`src/rtl/wide_add_sequencer.sv`:
```
// Multi-word adder sequencer: streams N_WORDS operand words through one external
// 32-bit adder, rippling the carry word by word, and presents the full-width sum.
module wide_add_sequencer #(
  parameter int N_WORDS = 4
) (
  input  logic                   clk,
  input  logic                   rst_n,
  input  logic                   in_valid,
  output logic                   in_ready,
  input  logic [32*N_WORDS-1:0]  in_a,
  input  logic [32*N_WORDS-1:0]  in_b,
  input  logic                   in_cin,
  output logic [31:0]            add_in1,
  output logic [31:0]            add_in2,
  output logic                   add_c_in,
  input  logic [31:0]            add_sum,
  input  logic                   add_c_out,
  output logic                   out_valid,
  input  logic                   out_ready,
  output logic [32*N_WORDS-1:0]  out_sum,
  output logic                   out_c_out,
  output logic                   busy
);

  localparam int W     = 32 * N_WORDS;
  localparam int IDX_W = $clog2(N_WORDS);

  localparam logic [1:0] S_IDLE = 2'd0;
  localparam logic [1:0] S_RUN  = 2'd1;
  localparam logic [1:0] S_DONE = 2'd2;

  logic [1:0]       state_reg, state_next;
  logic [IDX_W-1:0] idx_reg, idx_next;
  logic [W-1:0]     a_reg, b_reg;
  logic [W-1:0]     sum_reg, sum_next;
  logic [W-1:0]     out_sum_reg;
  logic             carry_reg;
  logic             out_cout_reg;

  logic             run, done, last, accept;
  logic [31:0]      a_words [N_WORDS];
  logic [31:0]      b_words [N_WORDS];

  assign run    = (state_reg == S_RUN);
  assign done   = (state_reg == S_DONE);
  assign last   = (idx_reg == IDX_W'(N_WORDS - 1));
  assign accept = in_valid & in_ready;

  // Word views of the latched operands, and the running sum with the current
  // word replaced by the adder result.
  genvar gi;
  generate
    for (gi = 0; gi < N_WORDS; gi++) begin : g_word
      assign a_words[gi] = a_reg[32*gi +: 32];
      assign b_words[gi] = b_reg[32*gi +: 32];
      assign sum_next[32*gi +: 32] = (run && idx_reg == IDX_W'(gi)) ? add_sum
                                                                     : sum_reg[32*gi +: 32];
    end
  endgenerate

  assign in_ready  = (state_reg == S_IDLE) | (done & out_ready);
  assign busy      = (state_reg != S_IDLE);
  assign out_valid = done;
  assign out_sum   = out_sum_reg;
  assign out_c_out = out_cout_reg;
  assign add_in1   = run ? a_words[idx_reg] : 32'd0;
  assign add_in2   = run ? b_words[idx_reg] : 32'd0;
  assign add_c_in  = run & carry_reg;

  always_comb begin
    state_next = state_reg;
    idx_next   = idx_reg;
    if (accept) begin
      state_next = S_RUN;
      idx_next   = '0;
    end else if (run) begin
      if (last) state_next = S_DONE;
      else      idx_next   = idx_reg + IDX_W'(1);
    end else if (done && out_ready) begin
      state_next = S_IDLE;
    end
  end

  always_ff @(posedge clk or negedge rst_n) begin
    if (!rst_n) begin
      state_reg    <= S_IDLE;
      idx_reg      <= '0;
      a_reg        <= '0;
      b_reg        <= '0;
      sum_reg      <= '0;
      carry_reg    <= 1'b0;
      out_sum_reg  <= '0;
      out_cout_reg <= 1'b0;
    end else begin
      state_reg <= state_next;
      idx_reg   <= idx_next;
      if (accept) begin
        a_reg     <= in_a;
        b_reg     <= in_b;
        carry_reg <= in_cin;
      end else if (run) begin
        sum_reg   <= sum_next;
        carry_reg <= add_c_out;
        // The output copy only moves on completion so it stays stable otherwise.
        if (last) begin
          out_sum_reg  <= sum_next;
          out_cout_reg <= add_c_out;
        end
      end
    end
  end

endmodule

```
`config.mk`:
```
export PLATFORM = sky130hd
export DESIGN_NAME = wide_add_sequencer
export DESIGN_NICKNAME = d
export VERILOG_FILES = /design/src/rtl/wide_add_sequencer.sv
export SDC_FILE = /design/constraint.sdc
export NUM_CORES = 1
export LEC_CHECK = 0
export BUFFER_PORTS_ARGS = -buffer_cell sky130_fd_sc_hd__buf_2
export CAP_MARGIN = 30
export CELL_PAD_IN_SITES_DETAIL_PLACEMENT = 0
export CELL_PAD_IN_SITES_GLOBAL_PLACEMENT = 1
export CORE_UTILIZATION = 47
export CTS_CLUSTER_SIZE = 24
export DETAILED_ROUTE_END_ITERATION = 12
export PLACE_DENSITY = 0.94
export REMOVE_ABC_BUFFERS = 1
export SYNTH_ARGS = -nofsm -noshare
export SYNTH_HDL_FRONTEND = slang
export SYNTH_SLANG_ARGS = --single-unit
```
`constraint.sdc`:
```
create_clock -name clk -period 4.1 [get_ports clk]
set_input_delay 0 -clock clk [delete_from_list [all_inputs] [get_ports clk]]
set_output_delay 0 -clock clk [all_outputs]
set_load 0.005 [all_outputs]
```
* After elaboration in Yosys (flattened, before gate mapping)
Cells that the tools add are included.
Operators by class: magnitude comparators 1, add/subtract/negate cells 1, equal/unequal tests 7, mux-type cells 21, reduce and logical (&&, ||, !) cells 14, bitwise operators 6
Operator list (count):
- 32-bit 2-to-1 mux | 10
- 32-bit binary-select mux with 2-bit select | 2
- 2-bit 2-to-1 mux | 7
- 2-bit equality test, second input constant | 3
- 2-bit AND reduction | 3
- 1-bit logical AND | 5
- 2-bit by 1-bit equality test with 1-bit output, second input constant | 2
- 2-bit logical NOT | 2
- 2-bit nonzero test | 2
- 1-bit bitwise AND | 3
- 3-bit greater-or-equal comparator, second input constant | 1
- 3-bit by 1-bit != test with 1-bit output, second input constant | 1
- 2-bit inverter with 3-bit output | 1
- 3-bit AND reduction | 1
- 3-bit nonzero test | 1
- 2-bit by 1-bit adder with 2-bit output, second input constant | 1
- 1-bit 2-to-1 mux | 2
- 2-bit by 1-bit != test with 1-bit output, second input constant | 1
- 1-bit inverter | 1
- 1-bit OR | 1
Storage, ports and cells: flip-flop bits (word level) 518, logic and storage cells 58, output and inout bits 197

* Logic depth before layout (Yosys ltp)
Gate-level depths: netlist (run 1).
word-level depth 6, gate-level depth with buffers 8, mapped depth without buffers 4

* Least setup slack after synthesis (run 1)
Ideal clock, no wire load.
kind register to register, from register idx_reg[1], to register sum_reg[10], period minus slack after synthesis 2.290 ns, path slack 1.810 ns, required time 3.975 ns, setup time 0.125 ns, buffers on the path 4, cell stages (with the launch flop) 9, data arrival time 2.165 ns, path through dfrtp_1 -> clkbuf_1 -> buf_1 -> inv_1 -> ha_1 -> clkbuf_1 -> nand2_1 -> buf_2 -> mux2_2
Between the ends: longest elaborated chain between the ends 3
Ends and longest elaborated chain:
- from (decl) | line 33 | logic [IDX_W-1:0] idx_reg, idx_next;
- from (signal assigned) | line 96 | idx_reg <= idx_next;
- 2-bit logical NOT | line 56 | assign sum_next[32*gi +: 32] = (run && idx_reg == IDX_W'(gi)) ? add_sum
- 1-bit logical AND | line 56
- 32-bit 2-to-1 mux | line 56
- to (signal assigned) | line 102 | sum_reg <= sum_next;
- to (decl) | line 35 | logic [W-1:0] sum_reg, sum_next;
Every way passes these cells. A chain may end at the register's enable or synchronous reset.

* Worst setup path after layout (run 1)
from register state_reg[1], to register carry_reg
Between the ends: longest elaborated chain between the ends 5
Ends and longest elaborated chain:
- from (decl) | line 32 | logic [1:0] state_reg, state_next;
- from (signal assigned) | line 95 | state_reg <= state_next;
- 2-bit equality test | line 45 | assign done = (state_reg == S_DONE);
- 1-bit bitwise AND | line 61 | assign in_ready = (state_reg == S_IDLE) | (done & out_ready);
- 1-bit OR | line 61
- 1-bit bitwise AND | line 47 | assign accept = in_valid & in_ready;
- 1-bit 2-to-1 mux / 2-bit nonzero test (equally long branches)
- to (signal assigned) | line 100 | carry_reg <= in_cin;
- to (signal assigned) | line 103 | carry_reg <= add_c_out;
- to (decl) | line 37 | logic carry_reg;
Several ways; a longest one is shown, not always the timed one.

==> results.json, run 1 <==
{
  "outcome": "finished clean",
  "nets": 2472,
  "cts_num_sinks": 486,
  "avgSynthCellArea_um2": 14.8,
  "critical_path_class": "reg -> reg",
  "io_buffers": 490,
  "synth_edf_count": 0,
  "core-area_mm2": 0.0435,
  "clk_latency_ns": 0.58,
  "slew_headroom_pct": 38.3,
  "drcViolationCount": 0,
  "ys_warn_count": 0,
  "vias_per_cell": 5.34,
  "drive_above_1_share_pct": 38.3,
  "syn_inst": 1413,
  "path_max_fanout": 124,
  "p_seq_share_pct": 41.4,
  "layout_min_cycle_time_ns": 2.95,
  "gp_congestion": 0.791,
  "vias": 15037,
  "period_share_pct": 72.0,
  "crit_required_ns": 4.56,
  "syn_area_mm2": 0.0209,
  "dp_hpwl_um": 34200,
  "die_w_um": 213,
  "grt_pass1_vias": 16457,
  "wl_per_cell_um": 21.6,
  "synthTopCellsByArea": "dfrtp_1, mux2_1, mux2_2",
  "rows": 76,
  "vdd_drop_max_uv": 600,
  "synth_top_cell_by_area": "dfrtp_1",
  "swShare_pct": 32.8,
  "initial_core_util_pct": 48.0,
  "grt.overflow.total": 0,
  "worstSetupEndpointType": "register",
  "ant_nets": 0,
  "arrival_ns": 3.41,
  "synth_async_sr_flop_share_pct": 100,
  "finalPower_mw": 21.2,
  "setup-violations-final": 0,
  "synth_most_common_cell": "dfrtp_1",
  "antenna_found_initial": 17,
  "grt_pass1_wl_um": 93400,
  "clk_root_buffer_cell": "clkbuf_16",
  "path_clk_slew_ns": 0.06,
  "p_switching_mw": 6.94,
  "yosysSeqAreaShare_pct": 58.3,
  "ioPinCount": 491,
  "syn2layout_area_growth_pct": 36.5,
  "wl_um": 60900,
  "tightest_slew_ns": 0.922,
  "rsz0062_at_grt": "no",
  "clock_skew_ns": 0.0135,
  "cts_buffers": 52,
  "ys_dominant_reg_cell": "dfrtp_1",
  "grt_max_degree": 227,
  "internal-power_mw": 14.2,
  "power_frac_clock_pct": 21.6,
  "synthTopCellsByCount": "dfrtp_1, mux2_1, mux2_2",
  "maxSlewViolCount": 0,
  "layout_setup_ws_ns": 1.15,
  "reg2regPathDepth": 6,
  "hold_viol": 0,
  "leakage_nw": 13.1,
  "ys_ff_latch": 486,
  "htreeDepth": 2,
  "ctsResizeCount": 0,
  "synth_top_area_share_pct": 58.3,
  "pre_cts_slack_ns": 1.67,
  "power.density_mw_per_mm2": 744,
  "fmax_ghz": 0.339,
  "drt_first_pass_iters": 5,
  "hold_path_class": "in -> async",
  "clockBufferDepth": 3,
  "drtIter0Drc": 1083,
  "cts_tree": "done",
  "yosysUniqueCellTypes": 24,
  "die_h_um": 213,
  "die-area_mm2": 0.0452,
  "combPwrFrac_pct": 37.1,
  "grt.total_usage_pct": 27.0,
  "max-cap-violations": 0,
  "start_kind": "register"
}
cell usage in the layout, fill, tap and decap left out, types with 19 or more instances in the layout:
cell type / count
dlygate4sd3_1: 294
dfrtp_1: 484
mux2i_1: 97
and2_1: 65
nand2_1: 96
buf_2: 489
mux4_2: 64
mux2_2: 187
mux2_1: 200
o21ai_0: 96
clkbuf_16: 54
clkbuf_1: 19
critical path, stage by stage (launching register included):
cell and delay, ns:
dfrtp_1 0.45, and2b_1 0.24, nor3b_4 0.22, buf_12 0.28, buf_12 0.48, mux2_2 0.40
dlygate4sd3_1 0.57
final timing paths:
check                                   from          end  slack, ns
worst max-delay path            state_reg[1]    carry_reg       1.15
worst min-delay path                   rst_n  out_sum[96]       0.10
worst max register to register  state_reg[1]    carry_reg       1.15
worst min register to register   out_sum[36]  out_sum[36]       0.47
max in group asynchronous              rst_n    a_reg[97]       2.85
min in group clk                    in_a[36]    a_reg[36]       0.17
area by class of cell:
cell class                 count  area, um^2
fill                        2880       15000
sequential                   486       12200
multi-input combinational    827        8210
timing repair buffer         804        5670
clock buffer                  77        1480
tap                          585         732
clock inverter                17         161
antenna                       16        40.0
inverter                       3        11.3
what timing repair did:
action	CTS	global route
hold buffers	294	0
endpoints found under the setup margin	0	0
endpoints found under the hold margin	588	0
setup buffers	0	0
kinds of logic after synthesis:
kind of cell / Yosys count / synth area share (%)
mux: 548 / 32.5
flops: 486 / 58.3
buf+inv: 100 / 2.43
compound gates: 99 / 2.39
xor+xnor: 1 / 0.0420
fa+ha+maj: 4 / 0.240
simple gates: 175 / 4.10
metal layers:
layer	up-vias	GRT usage, %	wire [um]	part of all wire (%)
met5	-	0.556	30	0.049
met4	4	13.2	2610	4.3
met3	196	8.35	5080	8.3
met2	656	44.3	29800	49
met1	7602	32.3	23300	38
li1	6579	-	-	-
power groups by stage:
| stage | clock, mW | combinational [mW] | sequential, mW |
|---|---|---|---|
| 6_report | 4.57 | 7.85 | 8.76 |
| 5_1_grt | 4.84 | 8.51 | 9.02 |
| 4_1_cts | 4.61 | 7.65 | 8.58 |
| 3_5_place_dp | 0 | 7.39 | 8.62 |
| 3_3_place_gp | 0 | 7.10 | 8.48 |
| 2_1_floorplan | 0 | 4.93 | 8.45 |
through the flow:
| step | setup TNS (ns) | hold slack (ns) | cell area (um^2) | cells | utilization (%) |
|---|---|---|---|---|---|
| final | 0 | 0.103 | 28500 | 2815 | 65.5 |
| after global routing | 0 | 0.161 | 28500 | 2812 | 65.5 |
| after CTS | 0 | 0.0932 | 28400 | 2799 | 65.4 |
| after detailed placement | 0 | 0.148 | 23800 | 2411 | 54.9 |
| after global placement | 0 | 0.127 | 23800 | 2410 | 54.8 |
| after floorplan | -1558.42 | -0.296 | 20400 | 1316 | - |
No activity file was read; power rests on OpenSTA's default activity.
==> run 2: changes to the inputs <==
--- a/config.mk
+++ b/config.mk
@@ -5,14 +5,15 @@
 export SDC_FILE = /design/constraint.sdc
 export NUM_CORES = 1
 export LEC_CHECK = 0
+export ABC_AREA = 1
 export BUFFER_PORTS_ARGS = -buffer_cell sky130_fd_sc_hd__buf_2
 export CAP_MARGIN = 30
 export CELL_PAD_IN_SITES_DETAIL_PLACEMENT = 0
 export CELL_PAD_IN_SITES_GLOBAL_PLACEMENT = 1
-export CORE_UTILIZATION = 47
+export CORE_UTILIZATION = 35
 export CTS_CLUSTER_SIZE = 24
 export DETAILED_ROUTE_END_ITERATION = 12
-export PLACE_DENSITY = 0.94
+export PLACE_DENSITY = 0.84
 export REMOVE_ABC_BUFFERS = 1
 export SYNTH_ARGS = -nofsm -noshare
 export SYNTH_HDL_FRONTEND = slang
==> constraint.sdc (replaced) <==
create_clock -name clk -period 2.6 [get_ports clk]
set_input_delay 0 -clock clk [delete_from_list [all_inputs] [get_ports clk]]
set_output_delay 0 -clock clk [all_outputs]
set_load 0.005 [all_outputs]
==> results.json, run 2 <==
{
  "outcome": "finished clean",
  "routed.top_layer": "met5",
  "grt.overflow.total": 0,
  "synthTopCellsByCount": "nand2_1, dfrtp_1, inv_1",
  "power.density_mw_per_mm2": 555,
  "die_h_um": 250,
  "wl_per_cell_um": 15.8,
  "antenna_found_initial": 5,
  "final-seq-area_mm2": 0.0122,
  "rows": 90,
  "nets": 3828,
  "grt.total_usage_pct": 21.8,
  "htreeDepth": 2,
  "r2r_setup_slack_ns": 0.19,
  "ioPinCount": 491,
  "vias_per_cell": 4.60,
  "syn2layout_area_growth_pct": 38.3,
  "clk_root_buffer_cell": "clkbuf_16",
  "mostFrequentLayoutCells": "nand2_1, buf_2, dfrtp_1",
  "cts_tree": "done",
  "worstSetupEndpointType": "output port",
  "die_w_um": 250,
  "core-area_mm2": 0.0606,
  "synth_async_sr_flop_share_pct": 100,
  "maxSlewViolCount": 0,
  "pre_cts_slack_ns": 0.734,
  "slew_headroom_pct": 51.8,
  "gp_congestion": 0.829,
  "clk_latency_ns": 0.59,
  "leakage_nw": 15.9,
  "synth_edf_count": 0,
  "max-cap-violations": 0,
  "hold_ws_ns": 0.0374,
  "synth_top_cell_by_area": "dfrtp_1",
  "final_cells": 4349,
  "wl_um": 68800,
  "drt_first_pass_iters": 5,
  "syn_area_mm2": 0.0215,
  "initial_core_util_pct": 35.5,
  "hold_path_class": "in -> reg",
  "grt_pass1_wl_um": 109000,
  "multi_input_area_mm2": 0.00810,
  "crit_required_ns": 2.60,
  "nFillCells": 5823,
  "wl_met2_um": 31100,
  "dp.cells": 3940,
  "ys_dominant_reg_cell": "dfrtp_1",
  "ant_nets": 0,
  "avgSynthCellArea_um2": 7.75,
  "drcViolationCount": 0,
  "tightest_slew_ns": 0.723,
  "hold_viol": 0,
  "fin_util_pct": 49.1,
  "final_common_cell": "nand2_1",
  "finalPower_mw": 16.5,
  "fmax_ghz": 0.410,
  "cts_num_sinks": 486,
  "arrival_ns": 2.44,
  "clock_skew_ns": 0.0139,
  "grt_max_degree": 130,
  "rsz0062_at_grt": "no",
  "yosysSeqAreaShare_pct": 56.5,
  "path_clk_slew_ns": 0.06,
  "ys_warn_count": 0,
  "critical_path_class": "reg -> out",
  "period_share_pct": 93.9,
  "vias": 19989,
  "path_max_fanout": 65,
  "die-area_mm2": 0.0624,
  "synthTopCellsByArea": "dfrtp_1, nand2_1, and2_1",
  "io_buffers": 490,
  "dp_hpwl_um": 42000,
  "vdd_drop_max_uv": 407,
  "synth_top_area_share_pct": 56.5,
  "start_kind": "register",
  "syn_inst": 2774,
  "wl_met3_um": 4800,
  "clockBufferDepth": 3,
  "drive_above_1_share_pct": 17.5,
  "cts_buffers": 53,
  "wl_met1_um": 30700,
  "drtIter0Drc": 1432,
  "synth_most_common_cell": "nand2_1",
  "yosysUniqueCellTypes": 19,
  "grt_pass1_vias": 19692,
  "layout_setup_ws_ns": 0.159,
  "ys_ff_latch": 486,
  "layout_min_cycle_time_ns": 2.44,
  "setup-violations-final": 0
}
-- run 2: changes by cell type in the layout (fill, tap and decap cells not counted), sizes merged, moves of 13 or more --
cell         change
a21oi           +63
and2            +31
buf             +27
diode           -13
dlygate4sd3     +22
inv            +138
mux2           -387
mux2i           -97
mux4            -64
nand2         +1427
nand3           +96
nor2           +138
o21ai           -30
-- run 2: final timing paths --
path / from / end / depth (start not counted)
hold / removal: in_valid / b_reg[17] / 6
hold reg to reg: out_sum[105] / out_sum[105] / 2
min in group asynchronous: rst_n / a_reg[38] / 3
setup reg to reg: state_reg[0] / carry_reg / 6
max in group asynchronous: rst_n / a_reg[44] / 5
setup / recovery: idx_reg[0] / add_in1[9] / 8
-- run 2: routing by layer --
metal  track usage (%)  vias to the layer above
li1                  -                     9861
met1              29.3                     9397
met2              34.7                      589
met3              4.82                      136
met4              7.46                        6
met5                 0                        -
-- run 2: per-stage QoR --
| stage | area, um^2 | setup TNS [ns] |
|---|---|---|
| CTS | 29700 | 0 |
| global placement | 24800 | 0 |
| finish | 29700 | 0 |
| global route | 29700 | 0 |
| floorplan | 20800 | -937.72 |
| detailed placement | 24800 | 0 |
-- run 2: logic make-up (layout without fill, tap and decap cells) --
logic type,Yosys count,count (layout),synth area share [%]
AND/OR/NAND/NOR,1859,1859,34.3
flip-flops,486,486,56.5
buffers and inverters,293,1083,5.84
AO/OA/AOI/OAI,132,132,3.10
adder cells (fa/ha/maj),4,4,0.233
other,0,3,0
-- run 2: critical path, stage by stage (launching register included) --
cell and delay (ns):
dfrtp_4 0.56, inv_4 0.10, buf_12 0.29, buf_12 0.26, nand2_1 0.08, nand2_1 0.06, nand2_1 0.05, a21oi_1 0.23
buf_2 0.15
-- run 2: repair_timing --
action | in CTS | in global routing
setup buffers | 0 | 0
setup endpoints to repair | 0 | 5
hold buffers | 317 | 0
resized for setup | 0 | 2
hold endpoints to repair | 955 | 0
-- run 2: cell type report --
| type | count | area share (%) |
|---|---|---|
| Antenna cell | 3 | 0.0252 |
| Clock buffer | 78 | 5.12 |
| Clock inverter | 11 | 0.547 |
| Inverter | 141 | 1.81 |
| Multi-Input combinational cell | 1995 | 27.3 |
| Sequential cell | 486 | 40.9 |
| Tap cell | 782 | 3.29 |
| Timing Repair Buffer | 853 | 21.0 |
-- run 2: power by group --
group / switching [mW] / internal, mW
logic: 0.580 / 0.616
clock network: 3.08 / 4.41
registers: 0.0814 / 7.72
total: 3.74 / 12.7
